--- src/rtl/count_wrap_monitor.sv ---
// count_wrap_monitor
//   Watches a 4-bit up/down counter that runs on the same clock. It reports
//   wraps (15->0 counting up, 0->15 counting down), keeps a saturating wrap
//   count, flags a counter that has stopped moving, and latches an error on
//   any step the counter could not legally have made.
//
//   state | meaning
//   ------+------------------------------------------------------------
//   INIT  | no reference sample yet; the next edge only captures prev
//   TRACK | checking each step against the direction used for it
//   STALL | value unchanged for STALL_LIM or more samples
//   ERR   | illegal step seen; absorbing until clr or reset
//
// Ports
//   clk       rising-edge clock, shared with the monitored counter
//   reset     asynchronous active-low reset
//   cout_in   counter value being monitored
//   load_in   counter load strobe (a parallel load happens at this edge)
//   mode_in   counter direction applied at this edge (0 up, 1 down)
//   clr       synchronous clear of all monitor state
//   wrap_up   one-cycle pulse after a legal 15->0 up-step
//   wrap_dn   one-cycle pulse after a legal 0->15 down-step
//   wrap_cnt  saturating count of wraps
//   stall     counter has held its value for STALL_LIM or more samples
//   err       sticky illegal-step flag
//   state     FSM encoding (INIT=0, TRACK=1, STALL=2, ERR=3)
module count_wrap_monitor #(
   parameter int unsigned STALL_LIM = 8
) (
   input  logic       clk,
   input  logic       reset,
   input  logic [3:0] cout_in,
   input  logic       load_in,
   input  logic       mode_in,
   input  logic       clr,
   output logic       wrap_up,
   output logic       wrap_dn,
   output logic [7:0] wrap_cnt,
   output logic       stall,
   output logic       err,
   output logic [1:0] state
);

   typedef enum logic [1:0] {
      S_INIT  = 2'd0,
      S_TRACK = 2'd1,
      S_STALL = 2'd2,
      S_ERR   = 2'd3
   } state_t;

   localparam logic [3:0] LIM = 4'(STALL_LIM);

   state_t     st_q, st_d;
   logic [3:0] prev_q;
   logic       load_q;
   logic       mode_q;
   logic [3:0] run_q, run_d;
   logic       up_d, dn_d, stall_d, err_d;
   logic [7:0] cnt_d;

   logic [3:0] step;
   logic [3:0] run_inc;
   logic       legal_up, legal_dn;

   // Step is taken mod 16, so a wrap looks exactly like a +/-1 step.
   assign step     = cout_in - prev_q;
   assign run_inc  = (run_q == 4'hF) ? 4'hF : run_q + 4'd1;
   assign legal_up = (step == 4'd1) && !mode_q;
   assign legal_dn = (step == 4'hF) &&  mode_q;

   always_comb begin
      st_d    = st_q;
      run_d   = run_q;
      up_d    = 1'b0;
      dn_d    = 1'b0;
      cnt_d   = wrap_cnt;
      stall_d = stall;
      err_d   = err;

      if (clr) begin
         st_d    = S_INIT;
         run_d   = 4'd0;
         cnt_d   = 8'd0;
         stall_d = 1'b0;
         err_d   = 1'b0;
      end else begin
         case (st_q)
            S_INIT: begin
               st_d    = S_TRACK;
               run_d   = 4'd0;
               stall_d = 1'b0;
            end
            S_TRACK, S_STALL: begin
               if (load_q) begin
                  // A parallel load can jump anywhere; restart the hold run.
                  st_d    = S_TRACK;
                  run_d   = 4'd0;
                  stall_d = 1'b0;
               end else if (step == 4'd0) begin
                  run_d = run_inc;
                  if (run_inc >= LIM) begin
                     st_d    = S_STALL;
                     stall_d = 1'b1;
                  end
               end else if (legal_up || legal_dn) begin
                  st_d    = S_TRACK;
                  run_d   = 4'd0;
                  stall_d = 1'b0;
                  up_d    = legal_up && (prev_q == 4'hF);
                  dn_d    = legal_dn && (prev_q == 4'h0);
                  if ((up_d || dn_d) && (wrap_cnt != 8'hFF))
                     cnt_d = wrap_cnt + 8'd1;
               end else begin
                  st_d    = S_ERR;
                  run_d   = 4'd0;
                  stall_d = 1'b0;
                  err_d   = 1'b1;
               end
            end
            S_ERR: begin
               st_d = S_ERR;
            end
            default: begin
               st_d = S_INIT;
            end
         endcase
      end
   end

   always_ff @(posedge clk or negedge reset) begin
      if (!reset) begin
         st_q     <= S_INIT;
         prev_q   <= 4'd0;
         load_q   <= 1'b0;
         mode_q   <= 1'b0;
         run_q    <= 4'd0;
         wrap_up  <= 1'b0;
         wrap_dn  <= 1'b0;
         wrap_cnt <= 8'd0;
         stall    <= 1'b0;
         err      <= 1'b0;
      end else begin
         st_q     <= st_d;
         prev_q   <= cout_in;
         load_q   <= load_in;
         mode_q   <= mode_in;
         run_q    <= run_d;
         wrap_up  <= up_d;
         wrap_dn  <= dn_d;
         wrap_cnt <= cnt_d;
         stall    <= stall_d;
         err      <= err_d;
      end
   end

   assign state = st_q;

endmodule

--- config.mk ---
export PLATFORM = sky130hd
export DESIGN_NAME = count_wrap_monitor
export DESIGN_NICKNAME = d
export VERILOG_FILES = /design/src/rtl/count_wrap_monitor.sv
export SDC_FILE = /design/constraint.sdc
export NUM_CORES = 1
export LEC_CHECK = 0
export ABC_AREA = 1
export CELL_PAD_IN_SITES_DETAIL_PLACEMENT = 0
export CELL_PAD_IN_SITES_GLOBAL_PLACEMENT = 1
export CORE_MARGIN = 2
export CORE_UTILIZATION = 30
export DETAILED_ROUTE_END_ITERATION = 10
export PLACE_DENSITY = 0.62
export SLEW_MARGIN = 20
export SYNTH_ARGS = -nofsm -noshare
export SYNTH_HDL_FRONTEND = slang
export SYNTH_SLANG_ARGS = --single-unit
--- constraint.sdc ---
create_clock -name clk -period 2.5 [get_ports clk]
set_input_delay 0.25 -clock clk [delete_from_list [all_inputs] [get_ports clk]]
set_output_delay 0.25 -clock clk [all_outputs]
set_load 0.01 [all_outputs]
==> results of run 1 <==
worst max-delay path by stage:
stage,cells past startpoint,startpoint,endpoint
final,13,cout_in[0],wrap_cnt[3]
after global routing,13,cout_in[0],wrap_cnt[2]
after detailed placement,13,cout_in[0],wrap_cnt[2]
after floorplan,11,prev_q[0],wrap_cnt[5]
after CTS,13,cout_in[0],wrap_cnt[2]
after global placement,13,cout_in[0],wrap_cnt[2]
repair_timing:
action	4_1_cts	5_1_grt
resized for setup	0	0
endpoints found under the setup margin	0	1
setup buffers	0	1
cell type report:
| type | count | area (um^2) |
|---|---|---|
| multi-input combinational | 132 | 808 |
| sequential | 24 | 601 |
| timing repair buffer | 32 | 295 |
| tap | 67 | 83.8 |
| inverter | 26 | 97.6 |
| clock buffer | 3 | 41.3 |
| fill | 490 | 2860 |
logic make-up (layout without fill, tap and decap cells):
| family | after synthesis | after routing | share of synthesized area, % |
|---|---|---|---|
| AND/OR/NAND/NOR | 107 | 107 | 38.3 |
| adder cells (fa/ha/maj) | 8 | 8 | 7.12 |
| flip-flops | 24 | 24 | 39.7 |
| buffers and inverters | 27 | 61 | 6.79 |
| AO/OA/AOI/OAI | 12 | 12 | 4.64 |
| XOR/XNOR | 5 | 5 | 3.39 |
cell usage after synthesis:
library cell	instances	area share [%]
nor2b_4	1	0.91
nand3_1	5	1.7
o21ai_0	5	1.7
nor3b_1	1	0.50
xnor2_1	1	0.58
dfrtp_1	24	40
nand3_2	5	3.3
a21oi_2	1	0.58
o21ai_1	3	0.99
inv_1	23	5.7
nand3_4	1	1.2
xor2_2	1	1.1
nor3_2	1	0.66
o21bai_1	1	0.50
nand2_1	39	9.7
nor3_1	3	0.99
xor2_1	3	1.7
ha_1	7	5.8
o31ai_1	1	0.50
o22ai_1	1	0.41
buf_2	1	0.33
nor2_4	3	2.2
nor4_1	1	0.41
nand3b_1	2	0.99
nor2_2	1	0.41
nand4_1	10	4.1
inv_2	3	0.74
nand2_4	3	2.2
nand2_2	8	3.3
fa_1	1	1.3
nor2_1	23	5.7
per-layer routing:
metal	up-vias	wire length (um)	part of all wire [%]	global-route usage, %
met5	-	0	0	0
met4	0	53	1.7	5.95
met3	5	115	3.6	2.68
met2	23	1300	41	19.5
met1	553	1690	54	20.0
li1	659	-	-	-
where the power goes:
| group | internal, W | switching, W | total (W) |
|---|---|---|---|
| clock network | 0.000108 | 0.000127 | 0.000235 |
| logic | 0.0000836 | 0.000113 | 0.000197 |
| registers | 0.000403 | 0.0000164 | 0.000419 |
| total | 0.000595 | 0.000256 | 0.000851 |
state kept, by name, summed over array words and instances (netlist names):
register	cells
stall	1
wrap_up	1
wrap_dn	1
mode_q	1
run_q	4
load_q	1
wrap_cnt	8
state	2
err	1
prev_q	4
per-stage QoR:
stage               total power [W]  utilization [%]
floorplan                  0.000549                -
global placement           0.000622             39.2
detailed placement         0.000626             39.2
CTS                        0.000867             40.1
global route               0.000914             40.3
finish                     0.000851             40.3
==> results.md, run 1 <==
- Final Setup Violations: 0
- Total CTS buffers: 3
- Slowest stage delay, CP: just over 0.5 ns
- Final min period: 2.29 ns
- Syn Inst Count: 183
- Final WL: 3150 um
- GRT Overall Usage: a little over an eighth
- Fin. Hold Viols: 0
- Routed vias/inst: approximately 4.4
- Clock Skew: between 0.001 and 0.0015 ns
- Sink Count: 24
- Hold_buf cts: 0
- Post-Synthesis Cell Area: 1510 um^2
- Setup WS pre-CTS: -0.0839 ns
- Final Wtd Congestion: 0.802
- Die height: 75.0 um
- Die area: 5620 um^2
- DRC Markers: 0
- Reg clk slew, reported paths: 0.08 ns
- PnR worst setup slack: 0.209 ns
- Ratio of cells with drive above 1 in the final layout: 18.9%
- Worst path slowest cell: fa_1
- HPWL after DPL: ~2400 um
- Worst Path Max Fanout: 7
- Root Driver: clkbuf_8
- Status: completed
- Ports: 23
- Class of the tightest hold or removal check: in2async
- Delay-heaviest family, CP: simple AND/OR/NAND/NOR gates
- Cells after DPL: 280
- Initial antenna violation count: 0
- Required @ worst endpoint: 2.66 ns
- Most common cell after layout, fill and taps aside: nand2_1
- Worst Reg2Reg Path Length in Cells: 11
- Total congestion overflow: 0
- Crit. End Element: flip-flop
- Max_cap viols: 0
- Final Max Slew Viols: 0
- PwrDens: around 440 nW/um^2
- Crit Path Class: in2reg
- Most frequent cells in the layout: 39 x nand2_1, 24 x dfrtp_1, 23 x inv_1, 23 x nor2_1, 22 x clkdlybuf4s50_1
- Drt wl/cell: 11.1 um
- Cell area after placement: 1880 um^2
- Fin nets: 236
- R2R Path End: wrap_cnt[3]
- Fin crit share: 91.6%
- Starting DRT DRC Count: 46
- Antenna-violating nets left: 0
- CP bufs+invs: 3
- Core area: 4790 um^2
- Longest Clk Path Bufs: 2
- Row count: 25
- Final instance area: between 1500 and 2000 um^2
- Initial core utilization: 31.6%
- CP Data Arrival Time: 2.45 ns
- First-pass GRT wire length: 5830 um
- Max Clock Freq: approximately 440 MHz
- Avg Synthesized Cell Area: 8.26 um^2
- Netlist cell types: 31
- TritonRoute pass-1 iters: 4
- Number of I/O port buffers: 22
- Leakage: between 0.9 and 1 nW
- Worst-Margin Slew: 0.346 ns
- Yosys warnings: 0
- H-tree depth: 1
- Critical Path Start Type: primary input
- Number of global-route vias before repair: 1292
- Peak supply drop: 0.000193 V
- Final Non-Filler Cells: ~280
- Worst hold margin: 0.334 ns
- Area Growth Syn to Fin: 27.5%
- CTS tree: built
- Relative slew margins: 76.7%
- Sequential area share after synthesis: 39.7%
- CP cell instances: clkdlybuf4s50_1 -> inv_1 -> ha_1 -> fa_1 -> inv_1 -> nor3_1 -> nand4_1 -> nand2_2 -> nand2_2 -> nand2_4 -> nand3_4 -> nand2_1 -> nand2_1
- Reg2Reg Setup Slack: 0.31 ns
- R2r startpoint: prev_q[0]
- Yosys reg bits: 24
- Later-pin clock latency in the skew report: 0.27 ns
- N_diodes: 0
- Setup TNS: 0 ns
- Syn_nets: 200
- Vias: 1240
- Die Width: 75.0 um
- Largest net degree at the start of global routing: 25
Note: power is estimated with default switching activity, not from simulation.
==> run 2: changes to the inputs <==
--- a/config.mk
+++ b/config.mk
@@ -11,7 +11,7 @@
 export CORE_MARGIN = 2
 export CORE_UTILIZATION = 30
 export DETAILED_ROUTE_END_ITERATION = 10
-export PLACE_DENSITY = 0.62
+export PLACE_DENSITY = 0.7
 export SLEW_MARGIN = 20
 export SYNTH_ARGS = -nofsm -noshare
 export SYNTH_HDL_FRONTEND = slang
==> constraint.sdc (replaced) <==
create_clock -name clk -period 2.47 [get_ports clk]
set_input_delay 0.247 -clock clk [delete_from_list [all_inputs] [get_ports clk]]
set_output_delay 0.247 -clock clk [all_outputs]
set_load 0.01 [all_outputs]
==> run 2 against run 1 <==
Die area unchanged. Core utilization rose by 0.29 points. Non-clock buffer count stayed put. Critical path type unchanged. Critical endpoint is now wrap_cnt[4]. Largest power group unchanged.
==> results.md, run 2 (same netlist as run 1, synthesis figures left out) <==
- Total congestion overflow: 0
- Largest regs: wrap_cnt (8), prev_q (4), run_q (4)
- Worst Path Max Fanout: 7
- H-tree depth: 1
- Critical Path End: wrap_cnt[4]
- Largest net degree at the start of global routing: 25
- Clock Skew: 0.00912 ns
- DRC Markers: 0
- Die height: 75.0 um
- Required @ worst endpoint: 2.64 ns
- Routed vias/inst: between 4 and 5
- Row count: 25
- Critical Path Start Type: primary input
- Later-pin clock latency in the skew report: 0.27 ns
- Die Width: about 75 um
- Core area: 4790 um^2
- PwrDens: approximately 460 nW/um^2
- Drt wl/cell: 10.9 um
- Vias: between 1000 and 1500
- Leakage: ~0.92 nW
- CP cell instances: clkdlybuf4s50_1 -> inv_1 -> ha_1 -> fa_1 -> xor2_2 -> nor2_1 -> nand3_2 -> nand2_2 -> nand2_2 -> nand2_4 -> nand3_4 -> nand2_1 -> nand2_1
- Total CTS buffers: 3
- Final WL: 3110 um
- Tot Pwr: 0.000899 W
- HPWL after DPL: 2410 um
- Antenna-violating nets left: 0
- Crit. End Element: flip-flop
- CP bufs+invs: 2
- Worst Reg2Reg Path Length in Cells: 11
- Unrepaired setup endpoints after global routing: false
- Initial antenna violation count: 0
- R2r startpoint: prev_q[0]
- M1 GR Usage: 18.3%
- Number of I/O port buffers: 22
- Final Max Slew Viols: 0
- N_diodes: 0
- Ports: 23
- CP Data Arrival Time: 2.41 ns
- Reg2Reg Setup Slack: 0.32 ns
- Most common cell after layout, fill and taps aside: nand2_1
- Met2 GRT Util: 18.0%
- Fin nets: 236
- Worst hold margin: 0.332 ns
- Worst-Margin Slew: 0.321 ns
- Setup crit start: cout_in[0]
- Die area: 5620 um^2
- R2R Path End: wrap_cnt[4]
- Status: completed
- Final Setup Violations: 0
- Starting DRT DRC Count: 55
- Fin crit share: 90.8%
- Most flops, register: wrap_cnt
- Initial core utilization: 31.6%
- Relative slew margins: 78.4%
- First-pass GRT wire length: 5270 um
- Setup bufs post-CTS: 0
- Reg clk slew, reported paths: 0.09 ns
- GRT Overall Usage: 12.3%
- Sink Count: 24
- Final Wtd Congestion: 0.750
- Delay-heaviest family, CP: simple AND/OR/NAND/NOR gates
- Grt peak-use layer: met1
- Worst path slowest cell: clkdlybuf4s50_1
- TritonRoute pass-1 iters: 5
- # resized after CTS: 0
- Fin. Hold Viols: 0
- Number of global-route vias before repair: 1158
- Root Driver: clkbuf_8
- Max Clock Freq: 446 MHz
- Crit Path Class: in2reg
- Area Growth Syn to Fin: 28.4%
- WP depth: 13
- Final min period: 2.24 ns
- Max_cap viols: 0
- Peak supply drop: approximately 0.00022 V
- Class of the tightest hold or removal check: in2async
- Hold_buf cts: 0
- Grt met3 use: 2.28%
- Slowest stage delay, CP: 0.47 ns
- Longest Clk Path Bufs: 2
- Most frequent cells in the layout: 39 x nand2_1, 24 x dfrtp_1, 23 x inv_1, 23 x nor2_1, 22 x clkdlybuf4s50_1
- Ratio of cells with drive above 1 in the final layout: 19.3%
- Max reg flops: 8
- CTS tree: built
run 2: layer usage:
metal / wire length (um) / up-vias
met4: 40 / 0
met1: 1680 / 571
met3: 80 / 4
li1: - / 661
met2: 1310 / 15
met5: 0 / -
run 2: layout make-up:
cell class | instances | area (um^2)
Timing Repair Buffer | 32 | 295
Clock buffer | 4 | 55.1
Multi-Input combinational cell | 132 | 808
Fill cell | 507 | 2850
Sequential cell | 24 | 601
Tap cell | 67 | 83.8
Inverter | 26 | 97.6
run 2: worst min-delay path by stage:
stage                        to  slack, ns  depth (start not counted)
floorplan                   err      -0.05                          0
global placement          stall       0.47                          2
detailed placement        stall       0.47                          2
CTS                    state[1]       0.34                          2
global route        wrap_cnt[7]       0.37                          2
finish              wrap_cnt[7]       0.33                          2
run 2: report_power, final:
part	switching [W]	leakage, nW	total (W)	internal (W)
Clock	0.000130	0.0288	0.000273	0.000142
Combinational	0.000115	0.576	0.000201	0.0000863
Sequential	0.0000172	0.318	0.000425	0.000408
Total	0.000262	0.923	0.000899	0.000637
run 2: metrics by stage:
step	utilization, %	TNS [ns]	std cells	setup WS (ns)	cell area (um^2)
floorplan	-	0	183	0.417	1510
global placement	39.4	-0.158	281	-0.0398	1890
detailed placement	39.4	-0.411	281	-0.0713	1890
CTS	40.5	0	285	0.219	1940
global route	40.5	0	285	0.0306	1940
finish	40.5	0	285	0.227	1940
==> run 3: changes to the inputs <==
--- a/config.mk
+++ b/config.mk
@@ -6,12 +6,12 @@
 export NUM_CORES = 1
 export LEC_CHECK = 0
 export ABC_AREA = 1
-export CELL_PAD_IN_SITES_DETAIL_PLACEMENT = 0
-export CELL_PAD_IN_SITES_GLOBAL_PLACEMENT = 1
+export CELL_PAD_IN_SITES_DETAIL_PLACEMENT = 2
+export CELL_PAD_IN_SITES_GLOBAL_PLACEMENT = 2
 export CORE_MARGIN = 2
-export CORE_UTILIZATION = 30
+export CORE_UTILIZATION = 31
 export DETAILED_ROUTE_END_ITERATION = 10
-export PLACE_DENSITY = 0.7
+export PLACE_DENSITY = 0.85
 export SLEW_MARGIN = 20
 export SYNTH_ARGS = -nofsm -noshare
 export SYNTH_HDL_FRONTEND = slang
==> run 3 against run 2 <==
Clock skew fell by 0.0045 ns. First-iteration DRC count fell by 20%. Largest power group unchanged. Die area fell by 3.1%. Fmax fell by 2.0%.
==> results.md, run 3 (same netlist as run 1, synthesis figures left out) <==
- Root Driver: clkbuf_8
- Initial core utilization: 32.0%
- Ports: 23
- Crit Path Class: in2reg
- Ratio of cells with drive above 1 in the final layout: 20.2%
- R2r startpoint: prev_q[0]
- Longest Clk Path Bufs: 2
- Worst-Margin Slew: 0.336 ns
- Final Max Slew Viols: 0
- Total congestion overflow: 0
- Final Setup Violations: 0
- Largest regs: wrap_cnt (8), prev_q (4), run_q (4)
- Final min period: 2.29 ns
- Worst hold margin: 0.327 ns
- Cell area after placement: 1890 um^2
- Row count: 25
- Crit. End Element: flip-flop
- Most flops, register: wrap_cnt
- Fin crit share: between 90 and 100%
- Die area: ~5500 um^2
- Clock Skew: 0.00461 ns
- Highest Signal Layer: met4
- Max_cap viols: 0
- PwrDens: approximately 470 nW/um^2
- Later-pin clock latency in the skew report: 0.28 ns
- Required @ worst endpoint: 2.64 ns
- Worst Path Max Fanout: 7
- Number of I/O port buffers: 22
- Fin. Hold Viols: 0
- Class of the tightest hold or removal check: in2async
- Setup crit start: cout_in[0]
- Post-Route M1 WL: 1960 um
- H-tree depth: 1
- Total CTS buffers: 3
- Most common cell after layout, fill and taps aside: nand2_1
- Antenna-violating nets left: 0
- Sink Count: 24
- Final instance area: 1950 um^2
- HPWL after DPL: 3110 um
- TritonRoute pass-1 iters: 4
- Vias: 1338
- Final WL: 4060 um
- Relative slew margins: 77.4%
- Max Clock Freq: 437 MHz
- GRT Overall Usage: 17.3%
- Area Growth Syn to Fin: 28.9%
- Critical Path Start Type: primary input
- Core area: 4720 um^2
- Fin nets: 236
- Routed vias/inst: between 4 and 5
- DRC Markers: 0
- N_diodes: 0
- Worst Reg2Reg Path Length in Cells: 12
- Die Width: 73.8 um
- Drt wl/cell: 14.3 um
- Die height: 73.8 um
- Most frequent cells in the layout: 39 x nand2_1, 24 x dfrtp_1, 23 x inv_1
- First-pass GRT wire length: 7180 um
- Status: completed
- DR WL met3: approximately 70 um
- Leakage: ~0.92 nW
- Setup bufs post-CTS: 0
- Number of global-route vias before repair: 1452
- Peak supply drop: 0.000216 V
- Reg clk slew, reported paths: around 0.09 ns
- CP Data Arrival Time: 2.46 ns
- Final Wtd Congestion: 0.721
- Max reg flops: 8
- Starting DRT DRC Count: 44
- Tot Pwr: 0.000921 W
- CTS tree: built
- Initial antenna violation count: 0
- Met2 WL post-DR: 1960 um
- Hold_buf cts: 0
- Largest net degree at the start of global routing: 25
[run 3: cell types whose count changed in the layout (fill, tap and decap cells not counted)]
| cell | previous run | this run |
|---|---|---|
| nor2_1 | 23 | 22 |
| nor2_2 | 1 | 2 |
| nor3_1 | 3 | 2 |
| nor3_2 | 1 | 2 |
[run 3: repair_timing]
item,CTS,global route
gates resized for setup,0,2
hold endpoints to repair,0,0
setup endpoints to repair,0,6
[run 3: stage by stage]
step | setup WS [ns] | std cells | utilization, % | setup TNS, ns
floorplan | 0.417 | 183 | - | 0
global placement | -0.0426 | 281 | 39.9 | -0.213
detailed placement | -0.151 | 281 | 39.9 | -1.02
CTS | 0.119 | 285 | 41.1 | 0
global route | -0.0275 | 285 | 41.2 | -0.0380
finish | 0.182 | 285 | 41.2 | 0
[run 3: critical path, cell delays in order]
cell and delay, ns:
clkdlybuf4s50_1 0.47, inv_1 0.04, ha_1 0.21, fa_1 0.46, inv_1 0.11, nand3b_1 0.11, nor2_2 0.16, nand3_2 0.11
nand2_2 0.12, nand2_2 0.07, nand2_4 0.10, nand3_4 0.10, nand2_1 0.10, nand2_1 0.05
[run 3: layout make-up]
cell class	count	area (um^2)
flip-flops and latches	24	601
well taps	67	83.8
repair buffers	32	295
inverters	26	97.6
multi-input cells	132	816
fillers	540	2780
clock buffers	4	55.1
[run 3: layer usage]
layer  vias to the layer above  GRT usage (%)
li1                        658              -
met5                         -              0
met2                        18           27.8
met1                       657           24.2
met4                         0           6.06
met3                         5           1.65
[run 3: path summary, 6_finish.rpt]
path	to	slack [ns]
worst min-delay path	stall	0.33
worst min register to register	stall	0.49
min in group clk	mode_q	0.40
worst max register to register	wrap_cnt[4]	0.24
max in group asynchronous	wrap_cnt[0]	1.90
worst max-delay path	wrap_cnt[4]	0.18
[run 3: where the power goes]
part | internal, W | switching (W) | total, W
combinational | 0.0000881 | 0.000126 | 0.000215
sequential | 0.000408 | 0.0000182 | 0.000426
clock | 0.000143 | 0.000138 | 0.000281
total | 0.000639 | 0.000282 | 0.000921
